File: src/rtl/lsu_pkg.sv
// Shared definitions for the load/store unit and the memory it talks to.
//   - RISC-V funct3 size/sign encodings
//   - FSM state and fault-code enums
//   - memory-map boundary constants (ROM below, RAM above LSU_RAM_SEL_BIT)
//   - funct3_legal(): which funct3 codes are valid for a load or a store
package lsu_pkg;

  // Highest legal address bit.  Everything above it must be zero.
  localparam int LSU_MAP_TOP_BIT = 10;
  // This address bit picks the region: 0 = ROM, 1 = RAM.
  localparam int LSU_RAM_SEL_BIT = 10;

  localparam logic [2:0] F3_B  = 3'b000;
  localparam logic [2:0] F3_H  = 3'b001;
  localparam logic [2:0] F3_W  = 3'b010;
  localparam logic [2:0] F3_BU = 3'b100;
  localparam logic [2:0] F3_HU = 3'b101;

  typedef enum logic [2:0] {
    ST_IDLE,
    ST_RD,
    ST_WR,
    ST_RESP,
    ST_FAULT
  } lsu_state_e;

  typedef enum logic [1:0] {
    FLT_NONE     = 2'd0,
    FLT_MISALIGN = 2'd1,
    FLT_FUNCT3   = 2'd2,
    FLT_REGION   = 2'd3
  } lsu_fault_e;

  // Stores have no unsigned variants, so they only accept B/H/W.
  function automatic logic funct3_legal(input logic write, input logic [2:0] f3);
    if (write) return f3 inside {F3_B, F3_H, F3_W};
    return f3 inside {F3_B, F3_H, F3_W, F3_BU, F3_HU};
  endfunction

endpackage

File: src/rtl/load_store_unit_if.sv
// Bus bundle for the load/store unit: the CPU request/response channel and
// the word-wide memory channel.
//   master : the load/store unit's view (takes requests, drives memory)
//   slave  : the environment's view (CPU issues requests, memory answers)
interface load_store_unit_if #(
  parameter int ADDR_W = 32,
  parameter int DATA_W = 32
);
  logic              req_valid;
  logic              req_ready;
  logic              req_write;
  logic [2:0]        req_funct3;
  logic [ADDR_W-1:0] req_addr;
  logic [DATA_W-1:0] req_wdata;

  logic              resp_valid;
  logic [DATA_W-1:0] resp_rdata;
  logic [1:0]        resp_fault;

  logic              mem_valid;
  logic              mem_ready;
  logic [ADDR_W-1:0] mem_address;
  logic              mem_read_write;
  logic [DATA_W-1:0] mem_wdata;
  logic [DATA_W-1:0] mem_rdata;

  modport master (
    input  req_valid, req_write, req_funct3, req_addr, req_wdata,
    input  mem_ready, mem_rdata,
    output req_ready, resp_valid, resp_rdata, resp_fault,
    output mem_valid, mem_address, mem_read_write, mem_wdata
  );

  modport slave (
    output req_valid, req_write, req_funct3, req_addr, req_wdata,
    output mem_ready, mem_rdata,
    input  req_ready, resp_valid, resp_rdata, resp_fault,
    input  mem_valid, mem_address, mem_read_write, mem_wdata
  );
endinterface

File: src/rtl/lsu_lane_align.sv
// Combinational byte-lane handling for the load/store unit.
//   i_addr_lo : byte offset within the word (addr[1:0])
//   i_funct3  : access size/sign
//   i_rword   : word read from memory
//   i_wdata   : right-aligned store data
//   o_load    : selected lane, sign/zero-extended to a full word
//   o_merge   : word to write back (store lane(s) spliced into i_rword;
//               full store data for a word store)
module lsu_lane_align
  import lsu_pkg::*;
#(
  parameter int DATA_W = 32
) (
  input  logic [1:0]        i_addr_lo,
  input  logic [2:0]        i_funct3,
  input  logic [DATA_W-1:0] i_rword,
  input  logic [DATA_W-1:0] i_wdata,
  output logic [DATA_W-1:0] o_load,
  output logic [DATA_W-1:0] o_merge
);
  logic [7:0]  w_byte;
  logic [15:0] w_half;

  // Little-endian: byte n sits at bits [8n+7:8n]; a halfword uses addr[1] only
  // because misaligned halves never reach this point.
  assign w_byte = i_rword[{i_addr_lo, 3'b000} +: 8];
  assign w_half = i_rword[{i_addr_lo[1], 4'b0000} +: 16];

  always_comb begin
    o_load = i_rword;
    case (i_funct3)
      F3_B:    o_load = {{(DATA_W-8){w_byte[7]}}, w_byte};
      F3_BU:   o_load = {{(DATA_W-8){1'b0}}, w_byte};
      F3_H:    o_load = {{(DATA_W-16){w_half[15]}}, w_half};
      F3_HU:   o_load = {{(DATA_W-16){1'b0}}, w_half};
      default: o_load = i_rword;
    endcase
  end

  always_comb begin
    o_merge = i_wdata;
    case (i_funct3)
      F3_B: begin
        o_merge = i_rword;
        o_merge[{i_addr_lo, 3'b000} +: 8] = i_wdata[7:0];
      end
      F3_H: begin
        o_merge = i_rword;
        o_merge[{i_addr_lo[1], 4'b0000} +: 16] = i_wdata[15:0];
      end
      default: o_merge = i_wdata;
    endcase
  end
endmodule

File: src/rtl/load_store_unit.sv
// CPU-side initiator for the word-wide instruction/data memory.
// Takes one load/store at a time, checks funct3/alignment/region, then issues
// word accesses.  Sub-word stores are read-modify-write; loads come back
// lane-extracted and extended.  All outputs are registered.
//   clk   : system clock
//   reset : synchronous, active-high; aborts any transaction at once
//   bus   : CPU request/response + memory channel (load_store_unit_if.master)
module load_store_unit
  import lsu_pkg::*;
#(
  parameter int ADDR_W      = 32,
  parameter int DATA_W      = 32,
  parameter int MAP_TOP_BIT = LSU_MAP_TOP_BIT
) (
  input logic               clk,
  input logic               reset,
  load_store_unit_if.master bus
);
  lsu_state_e        r_state;
  logic              r_write;
  logic [2:0]        r_funct3;
  logic [1:0]        r_addr_lo;
  logic [DATA_W-1:0] r_wdata;

  logic              r_req_ready;
  logic              r_resp_valid;
  logic [DATA_W-1:0] r_resp_rdata;
  logic [1:0]        r_resp_fault;
  logic              r_mem_valid;
  logic              r_mem_rw;
  logic [ADDR_W-1:0] r_mem_address;
  logic [DATA_W-1:0] r_mem_wdata;

  logic              w_accept;
  lsu_fault_e        w_fault;
  logic [DATA_W-1:0] w_load;
  logic [DATA_W-1:0] w_merge;

  assign w_accept = bus.req_valid & r_req_ready;

  // Fault priority: funct3 first, then alignment, then region.
  always_comb begin
    w_fault = FLT_NONE;
    if (!funct3_legal(bus.req_write, bus.req_funct3))
      w_fault = FLT_FUNCT3;
    else if ((bus.req_funct3[1:0] == 2'b01 && bus.req_addr[0]) ||
             (bus.req_funct3[1:0] == 2'b10 && bus.req_addr[1:0] != 2'b00))
      w_fault = FLT_MISALIGN;
    else if ((|bus.req_addr[ADDR_W-1:MAP_TOP_BIT+1]) ||
             (bus.req_write && !bus.req_addr[LSU_RAM_SEL_BIT]))
      w_fault = FLT_REGION;
  end

  // Works on the live mem_rdata, so the extracted load value and the merged
  // store word are both captured on the same edge that completes the read.
  lsu_lane_align #(.DATA_W(DATA_W)) u_align (
    .i_addr_lo (r_addr_lo),
    .i_funct3  (r_funct3),
    .i_rword   (bus.mem_rdata),
    .i_wdata   (r_wdata),
    .o_load    (w_load),
    .o_merge   (w_merge)
  );

  always_ff @(posedge clk) begin
    if (reset) begin
      r_state       <= ST_IDLE;
      r_write       <= 1'b0;
      r_funct3      <= '0;
      r_addr_lo     <= '0;
      r_wdata       <= '0;
      r_req_ready   <= 1'b1;
      r_resp_valid  <= 1'b0;
      r_resp_rdata  <= '0;
      r_resp_fault  <= '0;
      r_mem_valid   <= 1'b0;
      r_mem_rw      <= 1'b0;
      r_mem_address <= '0;
      r_mem_wdata   <= '0;
    end else begin
      r_resp_valid <= 1'b0;
      case (r_state)
        ST_IDLE: begin
          if (w_accept) begin
            r_write     <= bus.req_write;
            r_funct3    <= bus.req_funct3;
            r_addr_lo   <= bus.req_addr[1:0];
            r_wdata     <= bus.req_wdata;
            r_req_ready <= 1'b0;
            if (w_fault != FLT_NONE) begin
              r_state      <= ST_FAULT;
              r_resp_valid <= 1'b1;
              r_resp_fault <= w_fault;
              r_resp_rdata <= '0;
            end else begin
              r_mem_valid   <= 1'b1;
              r_mem_address <= {bus.req_addr[ADDR_W-1:2], 2'b00};
              if (bus.req_write && bus.req_funct3 == F3_W) begin
                // Full-word store needs no read.
                r_state     <= ST_WR;
                r_mem_rw    <= 1'b1;
                r_mem_wdata <= bus.req_wdata;
              end else begin
                r_state  <= ST_RD;
                r_mem_rw <= 1'b0;
              end
            end
          end
        end
        ST_RD: begin
          if (bus.mem_ready) begin
            if (r_write) begin
              r_state     <= ST_WR;
              r_mem_rw    <= 1'b1;
              r_mem_wdata <= w_merge;
            end else begin
              r_state      <= ST_RESP;
              r_mem_valid  <= 1'b0;
              r_resp_valid <= 1'b1;
              r_resp_fault <= FLT_NONE;
              r_resp_rdata <= w_load;
            end
          end
        end
        ST_WR: begin
          if (bus.mem_ready) begin
            r_state      <= ST_RESP;
            r_mem_valid  <= 1'b0;
            r_mem_rw     <= 1'b0;
            r_resp_valid <= 1'b1;
            r_resp_fault <= FLT_NONE;
            r_resp_rdata <= '0;
          end
        end
        ST_RESP, ST_FAULT: begin
          r_state     <= ST_IDLE;
          r_req_ready <= 1'b1;
        end
        default: begin
          r_state     <= ST_IDLE;
          r_req_ready <= 1'b1;
          r_mem_valid <= 1'b0;
        end
      endcase
    end
  end

  assign bus.req_ready      = r_req_ready;
  assign bus.resp_valid     = r_resp_valid;
  assign bus.resp_rdata     = r_resp_rdata;
  assign bus.resp_fault     = r_resp_fault;
  assign bus.mem_valid      = r_mem_valid;
  assign bus.mem_read_write = r_mem_rw;
  assign bus.mem_address    = r_mem_address;
  assign bus.mem_wdata      = r_mem_wdata;
endmodule

File: src/flat_wrapper.sv
// flat-port wrapper written by rule: the top's interface ports become plain ports
module load_store_unit_flat import lsu_pkg::*;
#(
  parameter int ADDR_W      = 32,
  parameter int DATA_W      = 32,
  parameter int MAP_TOP_BIT = LSU_MAP_TOP_BIT
)
  (clk, reset, bus_req_valid, bus_req_write, bus_req_funct3, bus_req_addr, bus_req_wdata, bus_mem_ready, bus_mem_rdata, bus_req_ready, bus_resp_valid, bus_resp_rdata, bus_resp_fault, bus_mem_valid, bus_mem_address, bus_mem_read_write, bus_mem_wdata);
  load_store_unit_if #(.ADDR_W(ADDR_W), .DATA_W(DATA_W)) bus_i ();
  input logic clk;
  input logic reset;
  input wire logic [$bits(bus_i.req_valid)-1:0] bus_req_valid;
  input wire logic [$bits(bus_i.req_write)-1:0] bus_req_write;
  input wire logic [$bits(bus_i.req_funct3)-1:0] bus_req_funct3;
  input wire logic [$bits(bus_i.req_addr)-1:0] bus_req_addr;
  input wire logic [$bits(bus_i.req_wdata)-1:0] bus_req_wdata;
  input wire logic [$bits(bus_i.mem_ready)-1:0] bus_mem_ready;
  input wire logic [$bits(bus_i.mem_rdata)-1:0] bus_mem_rdata;
  output wire logic [$bits(bus_i.req_ready)-1:0] bus_req_ready;
  output wire logic [$bits(bus_i.resp_valid)-1:0] bus_resp_valid;
  output wire logic [$bits(bus_i.resp_rdata)-1:0] bus_resp_rdata;
  output wire logic [$bits(bus_i.resp_fault)-1:0] bus_resp_fault;
  output wire logic [$bits(bus_i.mem_valid)-1:0] bus_mem_valid;
  output wire logic [$bits(bus_i.mem_address)-1:0] bus_mem_address;
  output wire logic [$bits(bus_i.mem_read_write)-1:0] bus_mem_read_write;
  output wire logic [$bits(bus_i.mem_wdata)-1:0] bus_mem_wdata;
  assign bus_i.req_valid = bus_req_valid;
  assign bus_i.req_write = bus_req_write;
  assign bus_i.req_funct3 = bus_req_funct3;
  assign bus_i.req_addr = bus_req_addr;
  assign bus_i.req_wdata = bus_req_wdata;
  assign bus_i.mem_ready = bus_mem_ready;
  assign bus_i.mem_rdata = bus_mem_rdata;
  assign bus_req_ready = bus_i.req_ready;
  assign bus_resp_valid = bus_i.resp_valid;
  assign bus_resp_rdata = bus_i.resp_rdata;
  assign bus_resp_fault = bus_i.resp_fault;
  assign bus_mem_valid = bus_i.mem_valid;
  assign bus_mem_address = bus_i.mem_address;
  assign bus_mem_read_write = bus_i.mem_read_write;
  assign bus_mem_wdata = bus_i.mem_wdata;
  load_store_unit #(.ADDR_W(ADDR_W), .DATA_W(DATA_W), .MAP_TOP_BIT(MAP_TOP_BIT)) u_core (.clk(clk), .reset(reset), .bus(bus_i));
endmodule
File: config.mk
export PLATFORM = sky130hd
export DESIGN_NAME = load_store_unit_flat
export DESIGN_NICKNAME = d
export VERILOG_FILES = /design/src/rtl/lsu_pkg.sv /design/src/rtl/load_store_unit_if.sv /design/src/rtl/lsu_lane_align.sv /design/src/rtl/load_store_unit.sv /design/src/flat_wrapper.sv
export SDC_FILE = /design/constraint.sdc
export NUM_CORES = 1
export LEC_CHECK = 0
export ABC_AREA = 1
export CAP_MARGIN = 5
export CORE_UTILIZATION = 47
export CTS_BUF_LIST = sky130_fd_sc_hd__clkbuf_4 sky130_fd_sc_hd__clkbuf_8
export DETAILED_ROUTE_END_ITERATION = 10
export GPL_TIMING_DRIVEN = 0
export MAX_ROUTING_LAYER = met4
export PLACE_DENSITY = 0.86
export SLEW_MARGIN = 20
export SYNTH_ARGS = -nofsm -noshare
export SYNTH_HDL_FRONTEND = slang
export SYNTH_HIERARCHICAL = 1
export SYNTH_SLANG_ARGS = --single-unit
export TNS_END_PERCENT = 10
File: constraint.sdc
create_clock -name clk -period 2 [get_ports clk]
set_input_delay 0.3 -clock clk [delete_from_list [all_inputs] [get_ports clk]]
set_output_delay 0.3 -clock clk [all_outputs]
set_load 0.005 [all_outputs]
; Word-level counts from Yosys, hierarchy flattened
; Cells that the tools add are included.
; W data, S select, Z words.
[word_totals]
regBits = 141
input_bits = 104
output_inout_bits = 102
wordCells = 128
[op_classes]
add_sub_neg = 2
n_eq_ne = 21
shifts = 6
n_mux = 55
bitwise_logic = 4
n_reduce_logical = 27
[op_table]
columns = op, count
row1 = $mux W32, 10
row2 = $pmux W32 S2, 2
row3 = $pmux W32 S4, 1
row4 = $pmux W32 S3, 1
row5 = $bwmux W32, 2
row6 = $shift A16 B7 Y32 const A, 1
row7 = $shift A8 B7 Y32 const A, 1
row8 = $shiftx A16 B7 Y32, 1
row9 = $shiftx A32 B6 Y16, 1
row10 = $shiftx A32 B6 Y8, 1
row11 = $shiftx A8 B7 Y32, 1
row12 = $reduce_and A6 Y1, 4
row13 = $reduce_or A21 Y1, 1
row14 = $mux W1, 20
row15 = $mux W2, 9
row16 = $eq A3 B3 Y1 const B, 5
row17 = $neg A5 Y7, 2
row18 = $mux W3, 4
row19 = $eq A3 B1 Y1 const B, 3
row20 = $eq A3 B2 Y1 const B, 3
row21 = $logic_not A3 Y1, 3
row22 = $pmux W3 S3, 1
row23 = $ne A2 B1 Y1 const B, 4
row24 = $ne A2 B2 Y1 const B, 4
row25 = 17 further kinds, 30

; Longest topological paths before layout
[depth]
word_depth = 10
mapped_depth = 14
mapped_depth_nobuf = 12

; Modules after synthesis
; Netlist, hierarchy kept.
[by_module_without_submodules]
columns = module, n_inst, cells_per_inst, area_per_inst_um2
row1 = load_store_unit, 1, 905, 6004.5
row2 = lsu_lane_align, 1, 568, 2524.9

; Worst setup path before layout
; Ideal clock, no wire load.
[synth_path]
path_type = register -> register
from = register u_core.r_addr_lo[0]
to = register u_core.r_mem_wdata[0], in the netlist u_core/bus.mem_wdata[0]
setup_ps = 113
t_arrival_ps = 1893
required_time_ps = 1887
setup_slack_ps = -6
stages_incl_launch_ff = 14
synth_period_minus_slack_ps = 2006
path_cell_list = dfxtp_1 -> buf_2 -> clkinv_1 -> ha_1 -> clkbuf_1 -> inv_1 -> nand2_1 -> nor2_1 -> o21bai_1 -> nand3_1 -> nand2_1 -> nand2_1 -> nor2_1 -> nor2_1
[synth_via]
elab_chain_len = 7
elab_cells_between_ends = 8
[synth_rtl]
columns = element, line
row1 = start: declaration, load_store_unit.sv:22  ; logic [1:0] r_addr_lo;
row2 = start signal: assignment, load_store_unit.sv:87  ; r_addr_lo <= bus.req_addr[1:0];
row3 = $neg A5 Y7 (*), lsu_lane_align.sv:45  ; o_merge[{i_addr_lo, 3'b000} +: 8] = i_wdata[7:0];
row4 = $shiftx A8 B7 Y32 or $shift A8 B7 Y32 (tied branches), lsu_lane_align.sv:45
row5 = $bwmux W32 (*), lsu_lane_align.sv:45
row6 = $pmux W32 S2 (*), lsu_lane_align.sv:42  ; case (i_funct3)
row7 = via u_core.w_merge[0], load_store_unit.sv:37  ; logic [DATA_W-1:0] w_merge;
row8 = $mux W32 (*), load_store_unit.sv:112  ; if (r_write) begin
row9 = $mux W32 (*), load_store_unit.sv:111  ; if (bus.mem_ready) begin
row10 = $pmux W32 S2 (*), load_store_unit.sv:82  ; case (r_state)
row11 = end signal: assignment, load_store_unit.sv:102  ; r_mem_wdata <= bus.req_wdata;
row12 = end signal: assignment, load_store_unit.sv:115  ; r_mem_wdata <= w_merge;
row13 = end: declaration, load_store_unit.sv:32  ; logic [DATA_W-1:0] r_mem_wdata;
; Mark *: on every way through the listed nets, which the timed path passes. The rest lies on a longest branch. The select of a mux whose other input is x is not followed.
; A chain may end at the register's enable or synchronous reset.

; Worst setup path after layout
[layout_path]
from = input port bus_req_write
to = register u_core.r_mem_wdata[4], in the netlist u_core/bus.mem_wdata[4]
[layout_via]
elab_chain_len = 8
elab_cells_between_ends = 12
[layout_rtl]
columns = element, line
row1 = start: declaration, flat_wrapper.sv:13  ; input wire logic [$bits(bus_i.req_write)-1:0] bus_req_write;
row2 = $logic_and A1 B1 Y1, load_store_unit.sv:50  ; (bus.req_write && !bus.req_addr[LSU_RAM_SEL_BIT]))
row3 = $logic_or A1 B1 Y1, load_store_unit.sv:49  ; else if ((|bus.req_addr[ADDR_W-1:MAP_TOP_BIT+1]) ||
row4 = $mux W2, load_store_unit.sv:49
row5 = $mux W2, load_store_unit.sv:46  ; else if ((bus.req_funct3[1:0] == 2'b01 && bus.req_addr[0]) ||
row6 = $mux W2, load_store_unit.sv:44  ; if (!funct3_legal(bus.req_write, bus.req_funct3))
row7 = $reduce_bool A2 Y1, load_store_unit.sv:90  ; if (w_fault != FLT_NONE) begin
row8 = $ne A2 B2 Y1 (no line), -
row9 = $reduce_and A6 Y1 (no line) (*), -
; Every way passes the cells marked *; elsewhere a longest branch is shown, timed or not.

==> results.sh <==
export IMPL_outcome="completed"
export IMPL_gp_congestion=1.01
export IMPL_clk_latency_ns=0.48
export IMPL_antennaDiodeCount=0
export IMPL_io_pins=206
export IMPL_clkSlewWorstSetupHoldPaths_ns=0.10
export IMPL_core_sq_um=17500
export IMPL_timing_final_hold_violations=0
export IMPL_yosysSeqAreaShare_pct=33.1
export IMPL_fmax_ghz=0.500
export IMPL_p_int_w=0.00714
export IMPL_final_cell_mix="nand2_1 (422), nor2_1 (316), clkdlybuf4s50_1 (203)"
export IMPL_critPathBufInv=4
export IMPL_dieArea_sq_um=18700
export IMPL_dp_hpwl_um=26800
export IMPL_top_layer_used="met4"
export IMPL_numCtsBuffers=17
export IMPL_area_growth_pct=33.8
export IMPL_grt_setup_unrepaired="yes"
export IMPL_num_rows=48
export IMPL_root_buffer="clkbuf_8"
export IMPL_grt_pass1_vias=9429
export IMPL_cp_slowest_cell="clkdlybuf4s50_1"
export IMPL_viasPerCell=5.46
export IMPL_slowest_delay_ns=0.49
export IMPL_antenna_found_initial=0
export IMPL_synth_area_per_cell_sq_um=5.79
export IMPL_fin_setup_tns_ns=0
export IMPL_finClkSkew_ns=0.0148
export IMPL_yosys_warnings=6
export IMPL_worst_slew_pin_slew_ns=0.810
export IMPL_port_buffers=203
export IMPL_slew_headroom_pct=46.0
export IMPL_synth_area_top_cells="dfxtp_1 (33%), nand2_1 (19%), nor2_1 (14%)"
export IMPL_placed_cell_area_sq_um=10800
export IMPL_synth_top_area_share_pct=33.1
export IMPL_finish_net_count=1803
export IMPL_worstPathRequired_ns=2.38
export IMPL_worst_path_most_repeated_cell="nor2_1"
export IMPL_drt_pass1_iterations=7
export IMPL_clock_path_buffers=2
export IMPL_final_area_sq_um=11400
export IMPL_path_max_fanout=10
export IMPL_final_layout_size_suffix_gt1_share_pct=7.79
export IMPL_drc_errors=0
export IMPL_met2_length_um=15000
export IMPL_drv_cap=0
export IMPL_crit_family="simple AND/OR/NAND/NOR gates"
export IMPL_grt_overflow=0
export IMPL_yosysTopAreaCell="dfxtp_1"
export IMPL_start_util_pct=48.6
export IMPL_grt_max_degree=19
export IMPL_routedWlPerCell_um=17.8
export IMPL_wl_um=34400
export IMPL_vdd_drop_max_mv=0.838
export IMPL_worstSetupPathType="in -> reg"
export IMPL_die_height_um=137
export IMPL_p_sw_w=0.00698
export IMPL_hold_path_class="in -> reg"
export IMPL_cts_sink_count=141
export IMPL_slew_viol_final=0
export IMPL_crit_path_end_kind="flip-flop"
export IMPL_p_leak_nw=5.47
export IMPL_powerDensity_nw_per_um2=1240
export IMPL_cts_htree_levels=4
export IMPL_synth_cell_types=29
export IMPL_cp_start_kind="input pin"
export IMPL_syn_inst=1473
export IMPL_first_iter_violations=1035
export IMPL_period_needed_ns=2.00
export IMPL_grt_pass1_wl_um=51500
export IMPL_syn_cell_area_sq_um=8530
export IMPL_combPwrFrac_pct=55.3
export IMPL_clkPwrFrac_pct=17.2
export IMPL_die_x_um=137
export IMPL_vias=10500
export IMPL_final_common_cell="nand2_1"
export IMPL_ys_ff_latch=141
export IMPL_period_share_pct=100
export IMPL_holdBufCountCts=0
export IMPL_crit_chain="clkdlybuf4s50_1 -> nand2_1 -> nand2_1 -> nor2_1 -> inv_1 -> nor2_1 -> nand3_2 -> nand2_1 -> nand3_1 -> buf_6 -> buf_4 -> nor2_1 -> nor2_1"
export IMPL_setup_viol=0
export IMPL_met1_length_um=14600
export IMPL_arrival_ns=2.38
export IMPL_grt_usage_pct=38.0
export IMPL_drt_antenna_violating_nets=0
export IMPL_wl_met3_um=3360
export IMPL_switching_share_pct=49.4
export IMPL_cts_tree="built"
export IMPL_seq_power_share_pct=27.4
metrics by stage:
stage | setup slack (ns) | util, % | instances | hold WS (ns) | power (W)
3_5_place_dp | -0.802 | 61.9 | 1902 | 0.438 | 0.0112
2_1_floorplan | -0.00299 | - | 1474 | 0.369 | 0.00855
4_1_cts | 0.000408 | 64.6 | 1932 | 0.380 | 0.0137
6_report | 0.000166 | 65.1 | 1932 | 0.400 | 0.0141
3_3_place_gp | -0.801 | 61.9 | 1902 | 0.440 | 0.0111
5_1_grt | -0.108 | 65.1 | 1932 | 0.398 | 0.0150
tightest hold or removal path, stage by stage:
cell and delay, ns:
clkdlybuf4s50_1 0.40, nor2_1 0.10, nor2_1 0.05
power groups by stage:
| stage | registers [W] | clock network [W] | logic (W) |
|---|---|---|---|
| finish | 0.00387 | 0.00243 | 0.00781 |
| global route | 0.00391 | 0.00256 | 0.00856 |
| CTS | 0.00384 | 0.00245 | 0.00744 |
| detailed placement | 0.00389 | 0 | 0.00733 |
| global placement | 0.00389 | 0 | 0.00725 |
| floorplan | 0.00372 | 0 | 0.00483 |
kinds of logic after synthesis:
group           after synthesis  share of synthesized area [%]
compound gates              157                           9.40
flops                       141                           33.1
fa+ha+maj                     5                          0.733
buf+inv                     224                           11.5
other cells                   1                         0.0440
simple gates                945                           45.2
final cells by class:
type,instances,area [sq um]
Inverter,124,480
Timing Repair Buffer,205,2040
Tap cell,225,282
Multi-Input combinational cell,1109,4790
Fill cell,1696,6130
Buffer,96,553
Sequential cell,141,2830
Clock inverter,15,199
Clock buffer,17,234
synth_stat cells, drive strengths merged:
master / count
a211oi: 1
a21oi: 72
buf: 66
clkbuf: 34
clkinv: 2
conb: 1
dfxtp: 141
ha: 5
inv: 122
nand2: 428
nand3: 176
nand3b: 3
nand4: 17
nor2: 319
nor3: 2
o211ai: 2
o21ai: 80
o21bai: 1
o31ai: 1
path summary, 6_finish.rpt:
kind / from / end / slack (ns) / depth (start not counted)
setup / recovery: bus_req_write / u_core/bus.mem_wdata[4]$_SDFFE_PP0P_ / 0.0002 / 13
setup reg to reg: u_core/r_state[1]$_SDFFE_PP0P_ / u_core/r_wdata[2]$_SDFFE_PP0P_ / 0.0002 / 8
hold / removal: bus_req_addr[7] / u_core/bus.mem_address[7]$_SDFFE_PP0P_ / 0.40 / 3
hold reg to reg: u_core/bus.mem_valid$_SDFFE_PP0P_ / u_core/bus.mem_valid$_SDFFE_PP0P_ / 0.46 / 2
sequential cells by signal, summed over array words and instances (netlist names):
name                       flops
u_core/bus.resp_fault          2
u_core/r_state                 3
u_core/bus.mem_wdata          32
u_core/r_addr_lo               2
u_core/r_wdata                32
u_core/bus.req_ready           1
u_core/bus.mem_valid           1
u_core/bus.mem_address        30
u_core/bus.mem_read_write      1
u_core/bus.resp_rdata         32
u_core/r_funct3                3
u_core/r_write                 1
u_core/bus.resp_valid          1
per-layer routing:
metal  vias to the layer above  global-route usage, %
met3                        88                   7.96
li1                       5058                      -
met5                         -                      -
met1                      4831                   49.0
met2                       566                   56.9
met4                         0                   17.1
what timing repair did:
item | CTS | global route
gates resized for setup | 21 | 44
pin swaps | 0 | 1
cloned | 0 | 1
setup endpoints to repair | 70 | 89
setup buffers | 0 | 1
Note: power is estimated with default switching activity, not from simulation.
